<file path="src/rtl/rr_psel.sv">
// rr_psel: multi-grant round-robin priority selector for the issue stage.
// Picks up to NUM_GNT ready requesters per cycle, in descending index order
// starting at the registered pointer `ptr`.
// Build option: RR_PSEL_ROTATE_EN enables the rotating pointer. Without it,
// ptr is the constant WIDTH-1 and the block is pure fixed priority.
//
// Handshake: grants are offered combinationally whenever en=1. The consumer
// asserts accept in the same cycle to take them. The pointer only moves on
// a rising edge where en && accept && gnt_valid[0]; anything else holds it.
module rr_psel #(
  parameter int WIDTH   = 16,
  parameter int NUM_GNT = 2,
  localparam int PW     = $clog2(WIDTH)
) (
  input  logic                              clock,
  input  logic                              reset,
  input  logic [WIDTH-1:0]                  req,
  input  logic                              en,
  input  logic                              accept,
  output logic [NUM_GNT-1:0][WIDTH-1:0]     gnt_bus,
  output logic [WIDTH-1:0]                  gnt,
  output logic [NUM_GNT-1:0]                gnt_valid,
  output logic                              req_up,
  output logic [PW-1:0]                     ptr
);

  logic [PW-1:0]                  cur_ptr;
  logic [NUM_GNT-1:0][WIDTH-1:0]  sel_bus;
  logic [PW-1:0]                  last_idx;
  logic [PW-1:0]                  idx;
  logic [2:0]                     cnt;

  // Walk indices cur_ptr, cur_ptr-1, ... (wrapping) and hand the first
  // NUM_GNT set request bits to channels 0..NUM_GNT-1 in order.
  always_comb begin
    sel_bus  = '0;
    last_idx = cur_ptr;
    cnt      = '0;
    idx      = '0;
    for (int k = 0; k < WIDTH; k++) begin
      idx = cur_ptr - PW'(k);
      if (req[idx] && (cnt < 3'(NUM_GNT))) begin
        for (int g = 0; g < NUM_GNT; g++) begin
          if (cnt == 3'(g)) sel_bus[g][idx] = 1'b1;
        end
        last_idx = idx;
        cnt      = cnt + 3'd1;
      end
    end
  end

  // Gate the selection with en and derive the summary outputs.
  always_comb begin
    gnt_bus   = en ? sel_bus : '0;
    gnt       = '0;
    gnt_valid = '0;
    for (int g = 0; g < NUM_GNT; g++) begin
      gnt          = gnt | gnt_bus[g];
      gnt_valid[g] = |gnt_bus[g];
    end
  end

  assign req_up = |req;
  assign ptr    = cur_ptr;

`ifdef RR_PSEL_ROTATE_EN
  logic [PW-1:0] ptr_q;
  logic [PW-1:0] ptr_d;

  // Next pointer: one below the last granted index, so that requester
  // is the lowest priority next time; hold when nothing is taken.
  always_comb begin
    ptr_d = ptr_q;
    if (en && accept && gnt_valid[0]) ptr_d = last_idx - PW'(1);
  end

  // Pointer register; reset loads the legacy fixed-priority position.
  always_ff @(posedge clock or posedge reset) begin
    if (reset) ptr_q <= '1;
    else       ptr_q <= ptr_d;
  end

  assign cur_ptr = ptr_q;
`else
  logic unused_ok;

  assign cur_ptr   = '1;
  assign unused_ok = ^{clock, reset, accept, last_idx};
`endif

endmodule

</file>
<file path="config.mk">
export PLATFORM = sky130hd
export DESIGN_NAME = rr_psel
export DESIGN_NICKNAME = d
export VERILOG_FILES = /design/src/rtl/rr_psel.sv
export SDC_FILE = /design/constraint.sdc
export NUM_CORES = 1
export LEC_CHECK = 0
export CAP_MARGIN = 20
export CORE_AREA = 8 8 85 87
export DETAILED_ROUTE_END_ITERATION = 6
export DIE_AREA = 0 0 93 95
export GPL_TIMING_DRIVEN = 0
export PLACE_DENSITY_LB_ADDON = 0.05
export REMOVE_ABC_BUFFERS = 1
export SETUP_SLACK_MARGIN = 0.02
export SKIP_LAST_GASP = 1
export SYNTH_ARGS = -nofsm -noshare
export SYNTH_HDL_FRONTEND = slang
export SYNTH_SLANG_ARGS = --single-unit
</file>
<file path="constraint.sdc">
create_clock -name vclk -period 11.6
set_clock_uncertainty 0.1 [all_clocks]
set_input_delay 1.16 -clock vclk [all_inputs]
set_output_delay 1.16 -clock vclk [all_outputs]
set_load 0.02 [all_outputs]
</file>
==> results.ini <==
[run_status]
status=complete, no violations

[sta]
fmax_mhz=88.78
post-route-period-util_pct=97.10
grt_setup_unrepaired=yes
hold_slack_ns=2.946
max_slew.worst_pin.slew_ns=0.7859
period_needed_ns=11.26
finalMaxSlewViolations=0
setup_violations=0
hold_viol=0
max_slew_margin_pct=47.44

[routing]
first_pass_iters=4
drt-total-wl_um=7592
routedWlPerCell_um=16.61
drtIter0Drc=87
drc=0
vias_per_cell=5.536
ant_nets=0
vias=2530

[grt]
grt_usage_pct=16.63
grt_max_degree=22
antenna_found_initial=0
grt_pass1_vias=2475
grt_pass1_wl_um=12430
overflow=0

[power_and_ir_drop]
power_density_nw_per_um2=201.7
ir_worst_vdd_v=0.0001162
leakage_nw=1.502

[critical_path]
cp.buffers_inverters=6
critPathArrivalTime_ns=10.00
crit_path_frequent_cell=ha_1
critPathCaptureType=output pin
crit_family=adder cells
critical_path.max_fanout=5
slowest_delay_ns=0.48
critPathLaunchType=input pin
cp_data_required_time_ns=10.34
path_class=input pin to output pin
cpMaxStageDelayCell=or4_1

[worst_hold_path]
hp-class=input pin to output pin

[synth]
synth_cell_types=83
syn_area_sq_um=2407
avgSynthCellArea_sq_um=7.741
seq_area_frac_synth_pct=0
yosysWarnings=0
syn_inst=311

[floorplanning]
core_sq_um=5816
row_count=28
start_util_pct=41.39
pin_count=75
die_y_um=95
die-width_um=93
die_area_sq_um=8835

[final_layout]
final-seq-area_sq_um=0
fin_cells=457
num_antenna_cells=0
seq_cells=0
area_delta_synth_final_pct=37.79
layout_common_cells=clkdlybuf4s50_1 (57), inv_1 (28), nor2_1 (19)
nNetsFinal=420
layout_commonest_cell=clkdlybuf4s50_1
drive_above_1_share_pct=21.99
num-clock-buffers=0

[place]
port_buffers=67
gp_congestion=0.8927
dp_cells=441
dpl.hpwl_um=6147

[clock_tree]
postCtsHoldBufs=0

[flow_run]
maxCapViolations=0

-- metrics by stage --
step | cell area (sq um) | util, % | total power, mW | TNS [ns] | worst slack [ns]
floorplan | 2325 | - | 0.4976 | 0 | 0.5230
global placement | 3089 | 53.12 | 0.6195 | -7.417 | -1.046
detailed placement | 3089 | 53.12 | 0.6233 | -8.542 | -1.145
CTS | 3237 | 55.66 | 0.6479 | 0 | 0.02761
global route | 3317 | 57.04 | 0.7339 | -0.1713 | -0.1124
finish | 3317 | 57.04 | 0.6690 | 0 | 0.3362
-- cells in the mapped netlist, types with 4 or more instances --
cell type	instances	area [sq um]
nor3_1	13	65.06
and2_1	9	56.30
buf_4	7	52.55
mux2i_1	5	50.05
nor2_1	19	71.32
xnor2_1	17	148.9
ha_1	16	200.2
nand4_1	4	25.02
xor2_2	5	81.33
mux2_2	5	56.30
clkbuf_1	4	15.01
or2_2	7	43.79
nand2_1	18	67.56
o2111a_1	4	45.04
nand3_1	12	60.06
a21oi_1	7	35.03
nand2b_1	5	31.28
and3_1	7	43.79
or4_1	5	37.54
inv_1	29	108.9
nor2b_1	6	37.54
o21ai_0	7	35.03
-- repair_timing --
item                                    in CTS  in global routing
hold endpoints to repair                     0                  0
buffers inserted                            11                  5
endpoints found under the setup margin      11                 11
pin swaps                                    5                  3
cloned                                       0                  0
gates resized for setup                     24                 24
-- final timing paths --
kind	start	end	slack (ns)	depth (start not counted)
worst min-delay path	req[0]	gnt[0]	2.95	4
worst max-delay path	req[14]	gnt_valid[1]	0.34	40
-- layer usage --
metal | global-route usage (%) | vias up | wire [um]
li1 | - | 1276 | -
met1 | 21.73 | 1179 | 3484
met2 | 29.35 | 69 | 3571
met3 | 2.302 | 6 | 482
met4 | 1.074 | 0 | 54
met5 | 0 | - | 0
-- cell families after synthesis --
logic type,count (synthesis),synth area share [%]
XOR/XNOR,32,16.63
multiplexers,13,6.601
other,2,0.3120
AND/OR/NAND/NOR,125,29.31
buffers and inverters,45,8.575
AO/OA/AOI/OAI,78,30.25
adder cells (fa/ha/maj),16,8.316
-- power by group --
part	internal (mW)	switching, mW
logic	0.301	0.369
clock network	0	0
registers	0	0
total	0.301	0.369
-- area by class of cell --
cell class                      count  area, sq um
Multi-Input combinational cell    269         2346
Inverter                           30        112.6
Tap cell                           75        93.84
Timing Repair Buffer               83        764.5
Fill cell                         544         2499
(Power assumes the default switching activity.)
